## src/rtl/id_hazard_unit.sv

```systemverilog
// Decode-stage hazard controller: load-use stall, taken-branch flush,
// and saturating stall/flush performance counters.
module id_hazard_unit #(
  parameter int unsigned LOAD_STALL_CYCLES = 1,
  parameter int unsigned CNT_W             = 32
) (
  input  logic             clk,
  input  logic             reset,
  input  logic [4:0]       rs1_ID,
  input  logic [4:0]       rs2_ID,
  input  logic             uses_rs1,
  input  logic             uses_rs2,
  input  logic             memRead_EX,
  input  logic             RegWrite_EX,
  input  logic [4:0]       targetReg_EX,
  input  logic             br_taken_EX,
  output logic             pc_write,
  output logic             ifid_write,
  output logic             bubble_ID_EX,
  output logic             flush_IF_ID,
  output logic             stall_active,
  output logic [CNT_W-1:0] stall_cnt,
  output logic [CNT_W-1:0] flush_cnt
);

  localparam logic [4:0] XZR = 5'd31;
  localparam logic [CNT_W-1:0] CNT_MAX = {CNT_W{1'b1}};

  typedef enum logic {RUN = 1'b0, STALL = 1'b1} state_t;

  state_t state, state_nxt;
  logic   rem, rem_nxt;
  logic   lu;
  logic   stall_inc, flush_inc;

  // Load in EX whose destination feeds a source actually read in ID.
  assign lu = memRead_EX & RegWrite_EX & (targetReg_EX != XZR) &
              ((uses_rs1 & (rs1_ID == targetReg_EX)) |
               (uses_rs2 & (rs2_ID == targetReg_EX)));

  always_ff @(posedge clk) begin
    if (!reset) begin
      state <= RUN;
      rem   <= 1'b0;
    end else begin
      state <= state_nxt;
      rem   <= rem_nxt;
    end
  end

  // Mealy next-state and front-end control.
  always_comb begin
    state_nxt    = state;
    rem_nxt      = rem;
    pc_write     = 1'b1;
    ifid_write   = 1'b1;
    bubble_ID_EX = 1'b0;
    flush_IF_ID  = 1'b0;
    stall_active = 1'b0;
    stall_inc    = 1'b0;
    flush_inc    = 1'b0;

    if (!reset) begin
      pc_write     = 1'b0;
      ifid_write   = 1'b0;
      bubble_ID_EX = 1'b1;
      flush_IF_ID  = 1'b1;
      state_nxt    = RUN;
      rem_nxt      = 1'b0;
    end else if (br_taken_EX) begin
      // A redirect wins over any stall; younger instructions are squashed.
      flush_IF_ID  = 1'b1;
      bubble_ID_EX = 1'b1;
      flush_inc    = 1'b1;
      state_nxt    = RUN;
      rem_nxt      = 1'b0;
    end else if (state == STALL) begin
      pc_write     = 1'b0;
      ifid_write   = 1'b0;
      bubble_ID_EX = 1'b1;
      stall_active = 1'b1;
      stall_inc    = 1'b1;
      if (rem) begin
        rem_nxt = 1'b0;
      end else begin
        state_nxt = RUN;
      end
    end else if (lu) begin
      pc_write     = 1'b0;
      ifid_write   = 1'b0;
      bubble_ID_EX = 1'b1;
      stall_active = 1'b1;
      stall_inc    = 1'b1;
      if (LOAD_STALL_CYCLES == 2) begin
        state_nxt = STALL;
        rem_nxt   = 1'b0;
      end
    end
  end

  // Saturating performance counters.
  always_ff @(posedge clk) begin
    if (!reset) begin
      stall_cnt <= '0;
      flush_cnt <= '0;
    end else begin
      if (stall_inc && (stall_cnt != CNT_MAX)) stall_cnt <= stall_cnt + CNT_W'(1);
      if (flush_inc && (flush_cnt != CNT_MAX)) flush_cnt <= flush_cnt + CNT_W'(1);
    end
  end

endmodule

```

## config.mk

```make
export PLATFORM = sky130hd
export DESIGN_NAME = id_hazard_unit
export DESIGN_NICKNAME = d
export VERILOG_FILES = /design/src/rtl/id_hazard_unit.sv
export SDC_FILE = /design/constraint.sdc
export NUM_CORES = 1
export LEC_CHECK = 0
export CORE_MARGIN = 2
export CORE_UTILIZATION = 41
export CTS_BUF_LIST = sky130_fd_sc_hd__clkbuf_2 sky130_fd_sc_hd__clkbuf_4 sky130_fd_sc_hd__clkbuf_8
export CTS_CLUSTER_SIZE = 10
export DETAILED_ROUTE_END_ITERATION = 10
export GPL_ROUTABILITY_DRIVEN = 0
export PLACE_DENSITY = 0.72
export SETUP_SLACK_MARGIN = 0.4
export SYNTH_ARGS = -nofsm -noshare
export SYNTH_HDL_FRONTEND = slang
export SYNTH_SLANG_ARGS = --single-unit
```

## constraint.sdc

```tcl
create_clock -name clk -period 4.8 [get_ports clk]
set_input_delay 1.44 -clock clk [delete_from_list [all_inputs] [get_ports clk]]
set_output_delay 1.44 -clock clk [all_outputs]
set_load 0.02 [all_outputs]
```

==> results of run 1 <==
-- worst max-delay path, stage by stage --
cell,delay (ns)
clkdlybuf4s50_1,0.51
buf_4,0.19
nand2b_1,0.12
clkdlybuf4s50_1,0.60
-- through the flow --
stage               setup TNS, ns  utilization
floorplan                       0            -
global placement         -0.02831       0.5567
detailed placement        -0.2173       0.5567
CTS                             0       0.5778
global route                    0       0.5817
finish                          0       0.5817
-- Yosys cell counts --
| cell | n | share of area |
|---|---|---|
| a21oi_1 | 24 | 0.036 |
| a31o_2 | 1 | 0.0026 |
| and2_1 | 5 | 0.0094 |
| and3_1 | 9 | 0.017 |
| and4_1 | 7 | 0.019 |
| buf_2 | 5 | 0.0076 |
| buf_4 | 2 | 0.0045 |
| clkbuf_1 | 10 | 0.011 |
| dfxtp_1 | 64 | 0.39 |
| ha_1 | 2 | 0.0076 |
| inv_1 | 6 | 0.0068 |
| inv_2 | 1 | 0.0011 |
| mux2i_1 | 6 | 0.018 |
| nand2_1 | 27 | 0.031 |
| nand2_2 | 1 | 0.0019 |
| nand2b_1 | 6 | 0.011 |
| nand3_1 | 27 | 0.041 |
| nand4_1 | 22 | 0.042 |
| nand4_2 | 1 | 0.0038 |
| nand4b_1 | 1 | 0.0026 |
| nor2_1 | 44 | 0.050 |
| nor3_1 | 8 | 0.012 |
| nor3b_1 | 2 | 0.0045 |
| nor4_1 | 9 | 0.017 |
| nor4_4 | 1 | 0.0064 |
| nor4b_1 | 5 | 0.013 |
| nor4bb_1 | 1 | 0.0030 |
| o211ai_1 | 2 | 0.0045 |
| o21a_1 | 2 | 0.0045 |
| o21ai_0 | 15 | 0.023 |
| o22a_1 | 1 | 0.0026 |
| o22ai_1 | 1 | 0.0019 |
| o311ai_0 | 2 | 0.0053 |
| o31ai_1 | 10 | 0.023 |
| o41ai_1 | 1 | 0.0026 |
| or2_2 | 4 | 0.0076 |
| or3_1 | 15 | 0.028 |
| or4_1 | 10 | 0.023 |
| xnor2_1 | 28 | 0.074 |
| xor2_1 | 13 | 0.034 |
-- sequential cells by signal, summed over array words and instances, names as in the netlist --
register,cells
flush_cnt,32
stall_cnt,32
-- routing by layer --
layer / share of wire / wire length (um)
met1: 0.46 / 3899
met2: 0.49 / 4123
met3: 0.045 / 384
met4: 0.0054 / 46
met5: 0 / 0
-- kinds of logic (layout without fill, tap and decap cells) --
logic type	after synthesis	in the layout	share of synthesized area
DFF	64	64	0.3867
buffers and inverters	24	121	0.03134
muxes	6	6	0.01813
adders and majority gates	2	2	0.007552
AOI/OAI and AO/OA	59	59	0.1057
xor gates and xnor gates	41	41	0.1084
and+or+nand+nor	205	205	0.3421
-- area by class of cell --
type	instances	share of cell area
sequential	64	0.2836
tap	102	0.02825
multi-input combinational	313	0.4268
inverter	7	0.005816
timing repair buffer	99	0.2166
clock inverter	3	0.003877
clock buffer	12	0.03517
-- repair_timing --
| action | 4_1_cts | 5_1_grt |
|---|---|---|
| setup endpoints to repair | 4 | 4 |
| setup buffers | 1 | 0 |
| pin swaps | 2 | 14 |
| gates resized for setup | 18 | 12 |
| hold buffers | 0 | 0 |
-- path summary, 6_finish.rpt --
kind / slack [ns] / depth (start not counted) / to
max: 0.50 / 4 / flush_IF_ID
min: 0.49 / 2 / stall_cnt[23]
min reg2reg: 0.49 / 2 / stall_cnt[23]
max reg2reg: 2.16 / 6 / stall_cnt[18]
-- power breakdown --
group	total, uW	switching (uW)	leakage (uW)	internal, uW
sequential	536	3.08	0.000516	533
clock	413	196	0.0000917	217
combinational	65.0	33.2	0.000921	31.7
total	1010	232	0.00153	781
-- layout by cell type (no fill, tap or decap), types with 11 or more instances in the layout --
| cell type | netlist | final |
|---|---|---|
| nand4_1 | 22 | 22 |
| a21oi_1 | 24 | 24 |
| buf_4 | 2 | 11 |
| or3_1 | 15 | 15 |
| o21ai_0 | 15 | 15 |
| xnor2_1 | 28 | 28 |
| xor2_1 | 13 | 13 |
| dfxtp_1 | 64 | 64 |
| clkbuf_8 | 0 | 11 |
| clkdlybuf4s50_1 | 0 | 72 |
| nor2_1 | 44 | 44 |
| nand3_1 | 27 | 27 |
| nand2_1 | 27 | 27 |
==> impl_metrics.ini, run 1 <==
[global_routing]
met2_usage = 0.3173
grt_pass1_vias = 3064
grt_pass1_wl_um = 14240
grt_max_degree = 55
gr-usage-all-layers = 0.1996
grtUsageMet3 = 0.04013
use_met1 = 0.2689
antenna_found_initial = 0
grt.busiest_layer = met2
gr-total-overflow = 0

[cells_and_area]
syn_to_final_growth_pct = 36.37
final_cell_count_no_fill = 600
nFillCells = 733
multi_input_area_sq_um = 1928
fin_nets = 518
drive_gt1_frac = 0.07229
fin_area_sq_um = 4518
antenna_cells = 0
register_area_sq_um = 1281

[synth]
synth_seq_cells = 64
synth_nets = 425
postSynthCellCount = 401
yosysSeqAreaShare = 0.3867
syn_area_sq_um = 3313
syn_area_per_cell_sq_um = 8.262
ys_warn_count = 0
yosysUniqueCellTypes = 40

[critical_path]
worstSetupPathType = input port to primary output
crit_path_max_fanout = 8
r2r-start = stall_cnt[0]
critPathRequiredTime_ns = 3.36
worstSetupStartpointType = input port
crit_start = br_taken_EX
endpoint_kind = primary output
crit_arrival_ns = 2.86

[floorplanning]
die_w_um = 93.90
initial_core_util = 0.4265
die_height_um = 93.90
io_pins = 91
core_sq_um = 7767
rows = 32
dieArea_sq_um = 8816

[clocking]
clock-sinks = 64
clk_pin_slew_ns = 0.06
ctsLongestPathBuffers = 2
numCtsBuffers = 9
h-tree-depth = 3
tritoncts = built
cts_root_buf = clkbuf_8
insertion_delay_ns = 0.33

[power]
power.density_nw_per_um2 = 224.4
ir_drop_mv = 0.1295
power.total_uw = 1014
p_leak_uw = 0.001528

[timing]
finalMaxSlewViolations = 0
timing.slew.headroom = 0.4277
hold_viol = 0
finalCritPeriodShare = 0.8968
tightest_slew_ns = 0.8560
hold_ws_ns = 0.4934
period_needed_ns = 4.305
rsz0062_at_grt = false
finalSetupViolCount = 0
clock.fmax_ghz = 0.2323
clock_skew_ns = 0.01155
setup_ws_ns = 0.4952

[route]
wl_um = 8453
vias_per_cell = 5.457
antenna_left = 0
drc = 0
firstDrtPassIters = 4
post_drt_wl_per_cell_um = 14.09
vias = 3274
drtIter0Drc = 136

[placement]
portBuffers = 90
place_area_sq_um = 4324
place_hpwl_um = 6141
place_ws_ns = -0.07893
dp.cells = 584

[hold_path]
hold_start = stall_cnt[23]
hold_class = flop to flop

[flow_run]
maxCapViolCount = 0

[status]
status = completed
No activity file was read; power rests on OpenSTA's default activity.
==> inputs of run 2 (changes only) <==
--- a/config.mk
+++ b/config.mk
@@ -5,6 +5,7 @@
 export SDC_FILE = /design/constraint.sdc
 export NUM_CORES = 1
 export LEC_CHECK = 0
+export ABC_CLOCK_PERIOD_IN_PS = 4800
 export CORE_MARGIN = 2
 export CORE_UTILIZATION = 41
 export CTS_BUF_LIST = sky130_fd_sc_hd__clkbuf_2 sky130_fd_sc_hd__clkbuf_4 sky130_fd_sc_hd__clkbuf_8
==> results of run 2 <==
No change in the layout: final DEF, timing and power equal those of run 1.
==> inputs of run 3 (changes only) <==
--- a/config.mk
+++ b/config.mk
@@ -6,14 +6,18 @@
 export NUM_CORES = 1
 export LEC_CHECK = 0
 export ABC_CLOCK_PERIOD_IN_PS = 4800
+export CELL_PAD_IN_SITES_DETAIL_PLACEMENT = 1
+export CELL_PAD_IN_SITES_GLOBAL_PLACEMENT = 1
 export CORE_MARGIN = 2
-export CORE_UTILIZATION = 41
+export CORE_UTILIZATION = 39
 export CTS_BUF_LIST = sky130_fd_sc_hd__clkbuf_2 sky130_fd_sc_hd__clkbuf_4 sky130_fd_sc_hd__clkbuf_8
 export CTS_CLUSTER_SIZE = 10
 export DETAILED_ROUTE_END_ITERATION = 10
 export GPL_ROUTABILITY_DRIVEN = 0
-export PLACE_DENSITY = 0.72
+export HOLD_SLACK_MARGIN = 0.02
+export PLACE_DENSITY = 0.9
 export SETUP_SLACK_MARGIN = 0.4
+export SLEW_MARGIN = 15
 export SYNTH_ARGS = -nofsm -noshare
 export SYNTH_HDL_FRONTEND = slang
 export SYNTH_SLANG_ARGS = --single-unit
==> run 3 against run 2 <==
Critical path type unchanged; critical path depth stayed put; sequential share of layout area is 0.90 points lower; utilization is 1.4 points lower; die area is 4.9% higher; via count is 8.1% higher; largest cell class unchanged; clock power is 39% higher.
==> impl_metrics.ini, run 3 (synthesized netlist as in run 1, its figures left out) <==
[timing]
finalCritPeriodShare = 0.8968
finalSetupViolCount = 0
tightest_slew_ns = 0.9333
period_needed_ns = 4.305
clock.fmax_ghz = 0.2323
timing.slew.headroom = 0.3761
rsz0062_at_grt = false
clock_skew_ns = 0.005735
finalMaxSlewViolations = 0
hold_viol = 0
hold_ws_ns = 0.5150

[placement]
portBuffers = 90
place_area_sq_um = 4320
dp.cells = 586
place_hpwl_um = 7541

[cells_and_area]
final_common_cell = clkdlybuf4s50_1
antenna_cells = 0
final_cell_count_no_fill = 611
drive_gt1_frac = 0.1067
fin_area_sq_um = 4667
syn_to_final_growth_pct = 40.86
nFillCells = 959
final_cell_mix = clkdlybuf4s50_1, dfxtp_1, nor2_1
fin_nets = 526
fin_util = 0.5680
reg_top3 = flush_cnt x32, stall_cnt x32

[power]
seq_power_share = 0.451
p_comb_frac = 0.065
p_int_uw = 938.6
netSwitchingPower_uw = 249.2
power.density_nw_per_um2 = 254.5
p_leak_uw = 0.001598
p_sw_frac = 0.2098
p_clk_frac = 0.484
ir_drop_mv = 0.1342

[clocking]
h-tree-depth = 3
clock-sinks = 64
ctsHoldBuffers = 0
clk_pin_slew_ns = 0.07
numCtsBuffers = 9
tritoncts = built
insertion_delay_ns = 0.34
ctsLongestPathBuffers = 2
cts_root_buf = clkbuf_8

[critical_path]
crit_arrival_ns = 2.86
crit_path_max_fanout = 8
endpoint_kind = primary output
worstRegToRegCells = 7
worstSetupStartpointType = input port
critPathRequiredTime_ns = 3.36
worstSetupPathType = input port to primary output

[route]
wl_um = 11260
drtIter0Drc = 187
drc = 0
vias_per_cell = 5.792
antenna_left = 0
post_drt_wl_per_cell_um = 18.43
firstDrtPassIters = 4
vias = 3539

[global_routing]
grt_pass1_vias = 3679
grt_max_degree = 55
grt_pass1_wl_um = 18000
gr-total-overflow = 0
antenna_found_initial = 0
gr-usage-all-layers = 0.2496

[hold_path]
holdPathStages = 2
hold_class = flop to flop

[floorplanning]
die_w_um = 96.17
rows = 33
initial_core_util = 0.4032
dieArea_sq_um = 9249
die_height_um = 96.17
core_sq_um = 8217
io_pins = 91

[flow_run]
maxCapViolCount = 0

[status]
status = completed
-- run 3: routing by layer --
metal | vias up | share of wire | track usage
met4 | 0 | 0.019 | 0.09762
met3 | 19 | 0.037 | 0.03211
li1 | 1669 | - | -
met2 | 92 | 0.52 | 0.4456
met1 | 1759 | 0.42 | 0.3021
met5 | - | 0 | 0
-- run 3: final timing paths --
path / start / to / slack, ns
setup reg to reg: stall_cnt[0] / stall_cnt[13] / 1.86
setup / recovery: br_taken_EX / flush_IF_ID / 0.50
hold / removal: stall_cnt[18] / stall_cnt[18] / 0.51
hold reg to reg: stall_cnt[18] / stall_cnt[18] / 0.51
-- run 3: timing repair --
action,CTS,global route
pin swaps,8,13
resized for setup,24,21
gates cloned,0,0
setup buffers,10,0
setup endpoints to repair,4,7
-- run 3: metrics by stage --
step                total power [uW]  setup WS [ns]  TNS, ns
floorplan                      579.2         0.8410        0
global placement               613.8        0.02165        0
detailed placement             616.9        -0.1184  -0.4531
CTS                             1191         0.3880        0
global route                    1225         0.3790        0
finish                          1188         0.4953        0
-- run 3: critical path: stages --
cell	delay, ns
clkdlybuf4s50_1	0.50
buf_4	0.18
nand2b_1	0.14
clkdlybuf4s50_1	0.61
-- run 3: power groups by stage --
stage | clock network (uW) | logic [uW] | registers [uW]
after floorplan | 0 | 30.0 | 549
after CTS | 582 | 73.5 | 536
after global routing | 605 | 83.0 | 536
final | 575 | 77.0 | 536
after global placement | 0 | 65.8 | 548
after detailed placement | 0 | 68.8 | 548
-- run 3: layout make-up --
| type | instances | area [sq um] | area share |
|---|---|---|---|
| Timing Repair Buffer | 107 | 1016 | 0.2177 |
| Clock buffer | 12 | 152.6 | 0.03271 |
| Sequential cell | 64 | 1281 | 0.2745 |
| Clock inverter | 3 | 90.09 | 0.01930 |
| Tap cell | 105 | 131.4 | 0.02815 |
| Inverter | 7 | 26.28 | 0.005630 |
| Multi-Input combinational cell | 313 | 1969 | 0.4220 |
